<file path="src/rtl/pbkdf2_pkg.sv">
// Shared types and constants for the pbkdf2 front end: block/job layout and the
// frame loader state encoding.
package pbkdf2_pkg;

    localparam int PBKDF2_BLOCK_BYTES = 64;
    localparam int PBKDF2_HDR_BYTES   = 6;

    typedef logic [8*PBKDF2_BLOCK_BYTES-1:0] pbkdf2_block_t;

    typedef struct packed {
        logic [31:0]   iters;
        pbkdf2_block_t pass;
        pbkdf2_block_t salt;
        logic [5:0]    salt_len;
    } pbkdf2_job_t;

    typedef enum logic [2:0] {
        ST_HDR,
        ST_PASS,
        ST_SALT,
        ST_HOLD,
        ST_DRAIN
    } loader_state_t;

endpackage

</file>
<file path="src/rtl/pbkdf2_frame_loader_if.sv">
// Byte-stream input and job output of the frame loader. The master modport is
// the loader itself; slave is whatever feeds bytes and consumes jobs.
interface pbkdf2_frame_loader_if;

    logic [7:0]                s_data;
    logic                      s_valid;
    logic                      s_last;
    logic                      s_ready;
    logic [31:0]               m_iters;
    pbkdf2_pkg::pbkdf2_block_t m_pass;
    pbkdf2_pkg::pbkdf2_block_t m_salt;
    logic [5:0]                m_salt_len;
    logic                      m_valid;
    logic                      m_ready;

    modport master (
        input  s_data, s_valid, s_last, m_ready,
        output s_ready, m_iters, m_pass, m_salt, m_salt_len, m_valid
    );

    modport slave (
        output s_data, s_valid, s_last, m_ready,
        input  s_ready, m_iters, m_pass, m_salt, m_salt_len, m_valid
    );

endinterface

</file>
<file path="src/rtl/pbkdf2_byte_packer.sv">
// 512-bit lane writer: byte idx lands in lane idx counting from the MSB end.
// A clear zeroes every lane and takes priority over a write in the same cycle.
module pbkdf2_byte_packer
    import pbkdf2_pkg::*;
(
    input  logic          clk_i,
    input  logic          rst_ni,
    input  logic          clr,
    input  logic          wr,
    input  logic [5:0]    idx,
    input  logic [7:0]    data,
    output pbkdf2_block_t block
);

    generate
        for (genvar gi = 0; gi < PBKDF2_BLOCK_BYTES; gi++) begin : g_lane
            logic [7:0] lane_reg;

            always_ff @(posedge clk_i or negedge rst_ni) begin
                if (!rst_ni) begin
                    lane_reg <= '0;
                end else if (clr) begin
                    lane_reg <= '0;
                end else if (wr && (idx == 6'(gi))) begin
                    lane_reg <= data;
                end
            end

            assign block[8*(PBKDF2_BLOCK_BYTES-1-gi) +: 8] = lane_reg;
        end
    endgenerate

endmodule

</file>
<file path="src/rtl/pbkdf2_frame_loader.sv">
// Parses byte-serial pbkdf2 job frames into a wide job word with header checks.
// Optional macro PBKDF2_LOADER_ERRCNT_EN adds a saturating rejected-frame counter.
module pbkdf2_frame_loader
    import pbkdf2_pkg::*;
#(
    parameter int MAX_PASS_BYTES = 64,
    parameter int MAX_SALT_BYTES = 63
) (
    input  logic                  clk_i,
    input  logic                  rst_ni,
    pbkdf2_frame_loader_if.master bus,
`ifdef PBKDF2_LOADER_ERRCNT_EN
    output logic [15:0]           err_cnt_o,
`endif
    output logic                  err_o
);

    localparam logic [7:0] MAX_PASS = 8'(MAX_PASS_BYTES);
    localparam logic [7:0] MAX_SALT = 8'(MAX_SALT_BYTES);
    localparam logic [5:0] HDR_LAST = 6'(PBKDF2_HDR_BYTES - 1);

    loader_state_t state_reg, state_next;
    logic [5:0]    cnt_reg, cnt_next;
    logic [31:0]   iters_reg, iters_next;
    logic [7:0]    pass_len_reg, pass_len_next;
    logic [5:0]    salt_len_reg, salt_len_next;
    logic          ready_reg, ready_next;
    logic          err_reg, err_next;
    logic          accept, pass_wr, salt_wr, clr;
    logic          hdr_bad, frame_empty, sect_end;
    logic [7:0]    cnt_plus;
    pbkdf2_block_t pass_block, salt_block;
    pbkdf2_job_t   job;

    assign accept   = bus.s_valid && ready_reg;
    assign cnt_plus = {2'b00, cnt_reg} + 8'd1;

    always_ff @(posedge clk_i or negedge rst_ni) begin
        if (!rst_ni) begin
            state_reg    <= ST_HDR;
            cnt_reg      <= '0;
            iters_reg    <= '0;
            pass_len_reg <= '0;
            salt_len_reg <= '0;
            ready_reg    <= 1'b0;
            err_reg      <= 1'b0;
        end else begin
            state_reg    <= state_next;
            cnt_reg      <= cnt_next;
            iters_reg    <= iters_next;
            pass_len_reg <= pass_len_next;
            salt_len_reg <= salt_len_next;
            ready_reg    <= ready_next;
            err_reg      <= err_next;
        end
    end

    always_comb begin
        state_next    = state_reg;
        cnt_next      = cnt_reg;
        iters_next    = iters_reg;
        pass_len_next = pass_len_reg;
        salt_len_next = salt_len_reg;
        err_next      = 1'b0;
        pass_wr       = 1'b0;
        salt_wr       = 1'b0;
        hdr_bad       = 1'b0;
        frame_empty   = 1'b0;
        sect_end      = 1'b0;
        case (state_reg)
            ST_HDR: if (accept) begin
                cnt_next = cnt_reg + 6'd1;
                if (cnt_reg < 6'd4) iters_next = {iters_reg[23:0], bus.s_data};
                if (cnt_reg == 6'd4) pass_len_next = bus.s_data;
                if (cnt_reg == HDR_LAST) begin
                    // salt_len is checked straight off the bus; it is not registered yet
                    salt_len_next = bus.s_data[5:0];
                    cnt_next      = '0;
                    hdr_bad       = (iters_reg == '0) || (pass_len_reg > MAX_PASS) ||
                                    (bus.s_data > MAX_SALT);
                    frame_empty   = (pass_len_reg == '0) && (bus.s_data == '0);
                    if (hdr_bad) begin
                        if (bus.s_last) err_next = 1'b1;
                        else            state_next = ST_DRAIN;
                    end else if (frame_empty) begin
                        state_next = bus.s_last ? ST_HOLD : ST_DRAIN;
                    end else if (bus.s_last) begin
                        err_next = 1'b1;
                    end else begin
                        state_next = (pass_len_reg != '0) ? ST_PASS : ST_SALT;
                    end
                end else if (bus.s_last) begin
                    err_next = 1'b1;
                    cnt_next = '0;
                end
            end
            ST_PASS: if (accept) begin
                pass_wr  = 1'b1;
                cnt_next = cnt_reg + 6'd1;
                sect_end = (cnt_plus == pass_len_reg);
                if (sect_end) begin
                    cnt_next = '0;
                    if (salt_len_reg == '0) begin
                        state_next = bus.s_last ? ST_HOLD : ST_DRAIN;
                    end else if (bus.s_last) begin
                        err_next   = 1'b1;
                        state_next = ST_HDR;
                    end else begin
                        state_next = ST_SALT;
                    end
                end else if (bus.s_last) begin
                    err_next   = 1'b1;
                    state_next = ST_HDR;
                    cnt_next   = '0;
                end
            end
            ST_SALT: if (accept) begin
                salt_wr  = 1'b1;
                cnt_next = cnt_reg + 6'd1;
                sect_end = (cnt_plus == {2'b00, salt_len_reg});
                if (sect_end) begin
                    cnt_next   = '0;
                    state_next = bus.s_last ? ST_HOLD : ST_DRAIN;
                end else if (bus.s_last) begin
                    err_next   = 1'b1;
                    state_next = ST_HDR;
                    cnt_next   = '0;
                end
            end
            ST_HOLD: if (bus.m_ready) state_next = ST_HDR;
            ST_DRAIN: if (accept && bus.s_last) begin
                err_next   = 1'b1;
                state_next = ST_HDR;
            end
            default: state_next = ST_HDR;
        endcase
    end

    // ready is registered from the next state, so m_ready never reaches s_ready combinationally
    assign ready_next = (state_next != ST_HOLD);
    assign clr        = (state_next == ST_HDR);

    pbkdf2_byte_packer u_pass_packer (
        .clk_i  (clk_i),
        .rst_ni (rst_ni),
        .clr    (clr),
        .wr     (pass_wr),
        .idx    (cnt_reg),
        .data   (bus.s_data),
        .block  (pass_block)
    );

    pbkdf2_byte_packer u_salt_packer (
        .clk_i  (clk_i),
        .rst_ni (rst_ni),
        .clr    (clr),
        .wr     (salt_wr),
        .idx    (cnt_reg),
        .data   (bus.s_data),
        .block  (salt_block)
    );

    assign job = '{iters: iters_reg, pass: pass_block, salt: salt_block, salt_len: salt_len_reg};

    assign bus.s_ready    = ready_reg;
    assign bus.m_valid    = (state_reg == ST_HOLD);
    assign bus.m_iters    = job.iters;
    assign bus.m_pass     = job.pass;
    assign bus.m_salt     = job.salt;
    assign bus.m_salt_len = job.salt_len;
    assign err_o          = err_reg;

`ifdef PBKDF2_LOADER_ERRCNT_EN
    logic [15:0] err_cnt_reg;

    always_ff @(posedge clk_i or negedge rst_ni) begin
        if (!rst_ni) begin
            err_cnt_reg <= '0;
        end else if (err_next && (err_cnt_reg != 16'hFFFF)) begin
            err_cnt_reg <= err_cnt_reg + 16'd1;
        end
    end

    assign err_cnt_o = err_cnt_reg;
`endif

endmodule

</file>
<file path="src/flat_wrapper.sv">
// flat-port wrapper written by rule: the top's interface ports become plain ports
module pbkdf2_frame_loader_flat import pbkdf2_pkg::*;
#(
    parameter int MAX_PASS_BYTES = 64,
    parameter int MAX_SALT_BYTES = 63
)
  (clk_i, rst_ni, err_o, bus_s_data, bus_s_valid, bus_s_last, bus_m_ready, bus_s_ready, bus_m_iters, bus_m_pass, bus_m_salt, bus_m_salt_len, bus_m_valid);
  pbkdf2_frame_loader_if bus_i ();
  input  logic clk_i;
  input  logic rst_ni;
  output logic err_o;
  input wire logic [$bits(bus_i.s_data)-1:0] bus_s_data;
  input wire logic [$bits(bus_i.s_valid)-1:0] bus_s_valid;
  input wire logic [$bits(bus_i.s_last)-1:0] bus_s_last;
  input wire logic [$bits(bus_i.m_ready)-1:0] bus_m_ready;
  output wire logic [$bits(bus_i.s_ready)-1:0] bus_s_ready;
  output wire logic [$bits(bus_i.m_iters)-1:0] bus_m_iters;
  output wire logic [$bits(bus_i.m_pass)-1:0] bus_m_pass;
  output wire logic [$bits(bus_i.m_salt)-1:0] bus_m_salt;
  output wire logic [$bits(bus_i.m_salt_len)-1:0] bus_m_salt_len;
  output wire logic [$bits(bus_i.m_valid)-1:0] bus_m_valid;
  assign bus_i.s_data = bus_s_data;
  assign bus_i.s_valid = bus_s_valid;
  assign bus_i.s_last = bus_s_last;
  assign bus_i.m_ready = bus_m_ready;
  assign bus_s_ready = bus_i.s_ready;
  assign bus_m_iters = bus_i.m_iters;
  assign bus_m_pass = bus_i.m_pass;
  assign bus_m_salt = bus_i.m_salt;
  assign bus_m_salt_len = bus_i.m_salt_len;
  assign bus_m_valid = bus_i.m_valid;
  pbkdf2_frame_loader #(.MAX_PASS_BYTES(MAX_PASS_BYTES), .MAX_SALT_BYTES(MAX_SALT_BYTES)) u_core (.clk_i(clk_i), .rst_ni(rst_ni), .bus(bus_i), .err_o(err_o));
endmodule
</file>
<file path="config.mk">
export PLATFORM = sky130hd
export DESIGN_NAME = pbkdf2_frame_loader_flat
export DESIGN_NICKNAME = d
export VERILOG_FILES = /design/src/rtl/pbkdf2_pkg.sv /design/src/rtl/pbkdf2_frame_loader_if.sv /design/src/rtl/pbkdf2_byte_packer.sv /design/src/rtl/pbkdf2_frame_loader.sv /design/src/flat_wrapper.sv
export SDC_FILE = /design/constraint.sdc
export NUM_CORES = 1
export LEC_CHECK = 0
export BUFFER_PORTS_ARGS = -buffer_cell sky130_fd_sc_hd__buf_2
export CAP_MARGIN = 25
export CORE_AREA = 3 3 420 422
export CTS_CLUSTER_SIZE = 8
export DETAILED_ROUTE_END_ITERATION = 10
export DIE_AREA = 0 0 423 425
export SKIP_LAST_GASP = 1
export SLEW_MARGIN = 5
export SYNTH_ARGS = -nofsm -noshare
export SYNTH_HDL_FRONTEND = slang
export SYNTH_SLANG_ARGS = --single-unit
</file>
<file path="constraint.sdc">
create_clock -name clk_i -period 7.1 [get_ports clk_i]
set_clock_uncertainty 0.05 [all_clocks]
set_input_delay 0.355 -clock clk_i [delete_from_list [all_inputs] [get_ports clk_i]]
set_output_delay 0.355 -clock clk_i [all_outputs]
set_load 0.02 [all_outputs]
</file>
==> flow_metrics.env <==
export IMPL_end_kind="register"
export IMPL_finalCriticalPeriod_ns=4.66
export IMPL_maxSlewViolCount=0
export IMPL_grt_pass1_wl_um=273000
export IMPL_syn_num_nets=3917
export IMPL_die_area_um2=180000
export IMPL_switching_power_mw=4.85
export IMPL_core_rowCount=153
export IMPL_drtIter0Drc=3422
export IMPL_power_frac_seq=0.415
export IMPL_start_kind="register"
export IMPL_p_clk_frac=0.434
export IMPL_vdd_drop_max_v=0.000272
export IMPL_via_per_inst=4.97
export IMPL_final_area_um2=58900
export IMPL_num_vias=35920
export IMPL_hold_buffers=11
export IMPL_insertion_delay_ns=0.81
export IMPL_gp_congestion=0.868
export IMPL_ys_flop_type="dfrtp_1"
export IMPL_ctsResizeCount=0
export IMPL_dp_cells=7023
export IMPL_seq_area_frac_synth=0.580
export IMPL_final_util=0.339
export IMPL_ys_ff_latch=1081
export IMPL_timing_final_crit_share=0.656
export IMPL_grt_max_degree=232
export IMPL_drv_cap=0
export IMPL_h_tree_depth=4
export IMPL_drive_above_1_share=0.297
export IMPL_ys_top_cells_by_area="dfrtp_1 58%, mux2i_1 22%, a21oi_1 11%, buf_2 2.2%, clkbuf_1 1.2%"
export IMPL_cp_max_fo=231
export IMPL_io_pins=1078
export IMPL_avgRoutedWirePerCell_um=27.0
export IMPL_route_detailed_drc=0
export IMPL_core_region_area_um2=173000
export IMPL_final_nets=4895
export IMPL_power_density_nw_per_um2=266
export IMPL_die_x_um=423
export IMPL_ys_warnings_count=0
export IMPL_initial_core_util=0.269
export IMPL_ctsLongestPathBuffers=3
export IMPL_setup_viol=0
export IMPL_grt_pass1_vias=35486
export IMPL_grt_usage=0.208
export IMPL_synth_cells=3897
export IMPL_synth_edf_count=0
export IMPL_cts_root_buf="clkbuf_16"
export IMPL_synth_area_um2=46600
export IMPL_synth_distinct_cells=56
export IMPL_path_clk_slew_ns=0.05
export IMPL_setup_slack_ns=2.44
export IMPL_hp_class="input pin to async pin"
export IMPL_critPathKind="register to register"
export IMPL_rrSetupSlack_ns=2.44
export IMPL_timing_fmax_ghz=0.215
export IMPL_required_ns=7.65
export IMPL_hold_viol=0
export IMPL_syn_area_per_cell_um2=12.0
export IMPL_finalWirelength_um=195000
export IMPL_fillers=17540
export IMPL_slew_headroom=0.135
export IMPL_synth_area_leader_cell="dfrtp_1"
export IMPL_yosysMostFrequentCell="dfrtp_1"
export IMPL_rsz0062_at_grt="false"
export IMPL_p_comb_frac=0.151
export IMPL_port_buffers=1077
export IMPL_place_ws_ns=2.65
export IMPL_final_setup_tns_ns=0
export IMPL_instances_no_fill=7229
export IMPL_dp_hpwl_um=132000
export IMPL_p_int_mw=10.8
export IMPL_antenna_found_initial=8
export IMPL_status="complete, no violations"
export IMPL_dr_pass1_iters=6
export IMPL_ant_nets=0
export IMPL_cts_buffers_inserted=155
export IMPL_p_sw_frac=0.310
export IMPL_postCtsSetupRepairBufs=0
export IMPL_syn_to_final_growth_pct=26.3
export IMPL_holdWs_ns=0.131
export IMPL_placed_area_um2=54300
export IMPL_total_power_mw=15.7
export IMPL_async_flop_share=1.00
export IMPL_synth_top_area_frac=0.580
export IMPL_tightest_slew_ns=1.30
export IMPL_die_h_um=425
export IMPL_p_leak_nw=29.1
export IMPL_cts_tree="done"
export IMPL_arrival_ns=5.21
export IMPL_overflow=0
export IMPL_cts_sinks=1081
export IMPL_ys_top_cells_by_count="1081 x dfrtp_1, 1032 x a21oi_1, 1024 x mux2i_1, 204 x buf_2, 149 x clkbuf_1"
-- area by class of cell --
| cell class | count | area (µm²) | share of cell area |
|---|---|---|---|
| Antenna cell | 3 | 7.51 | 0.000127 |
| Sequential cell | 1081 | 27100 | 0.459 |
| Tap cell | 2325 | 2910 | 0.0494 |
| Multi-Input combinational cell | 2417 | 17800 | 0.302 |
| Clock inverter | 16 | 328 | 0.00557 |
| Timing Repair Buffer | 1213 | 6790 | 0.115 |
| Clock buffer | 167 | 4000 | 0.0679 |
| Inverter | 7 | 26.3 | 0.000446 |
-- critical path, cell delays in order (launching register included) --
cell and delay [ns]:
dfrtp_1 0.49, ha_1 0.55, nand3_2 0.23, or3_1 0.37, a211o_1 0.34, a21o_1 0.22
mux2_2 0.30, a211oi_4 0.30, buf_12 0.38, buf_12 0.61, a21oi_1 0.18
-- cells by family after synthesis --
logic type	count (synthesis)	synth area share
DFF	1081	0.580
and+or+nand+nor	259	0.0271
buffers and inverters	399	0.0402
xor gates and xnor gates	18	0.00370
adders and majority gates	7	0.00188
AOI/OAI and AO/OA	1061	0.116
muxes	1072	0.231
-- placed cells by master, fill, tap and decap left out, types with 3 or more instances in the layout --
master	n
nor2_1	82
clkbuf_8	3
buf_12	16
nand4_1	3
buf_8	4
nand2b_1	7
o211ai_1	4
buf_2	1069
xnor2_1	12
mux2_2	48
a21oi_1	1032
clkinv_8	6
nor2_2	15
nor3_1	5
and3_1	4
inv_1	7
nor4_1	11
buf_6	12
or3_1	4
a21o_1	3
nand3_2	4
clkbuf_1	7
xor2_1	5
diode_2	3
and2_1	8
clkinv_16	5
nand3_1	27
dfrtp_1	1081
o22ai_1	3
ha_1	7
clkbuf_16	158
dlygate4sd3_1	11
nor2b_1	7
nand2_1	63
nor3_2	3
mux2i_1	1024
buf_4	98
-- per-layer routing --
layer	global-route usage	wire length, µm	vias up
met1	0.250	76700	18502
met5	0	13	-
met2	0.346	95400	1265
met3	0.0477	11200	378
li1	-	-	15773
met4	0.115	11800	2
-- power by group through the flow --
stage	logic (mW)	registers, mW	clock network [mW]
detailed placement	2.35	6.59	0
CTS	2.36	6.49	6.98
floorplan	1.51	6.65	0
global placement	2.32	6.59	0
finish	2.36	6.50	6.80
global route	2.53	6.51	7.23
-- worst paths after layout --
kind | start | end | depth (start not counted)
max in group asynchronous | rst_ni | u_core.u_salt_packer.g_lane[0].lane_reg[7] | 4
setup reg to reg | u_core.cnt_reg[0] | u_core.u_pass_packer.g_lane[54].lane_reg[3] | 10
hold reg to reg | u_core.bus.m_iters[27] | u_core.bus.m_iters[27] | 1
min in group clk_i | bus_s_valid | u_core.state_reg[1] | 6
hold / removal | rst_ni | u_core.u_salt_packer.g_lane[24].lane_reg[2] | 2
setup / recovery | u_core.cnt_reg[0] | u_core.u_pass_packer.g_lane[54].lane_reg[3] | 10
Note: power is estimated with default switching activity, not from simulation.
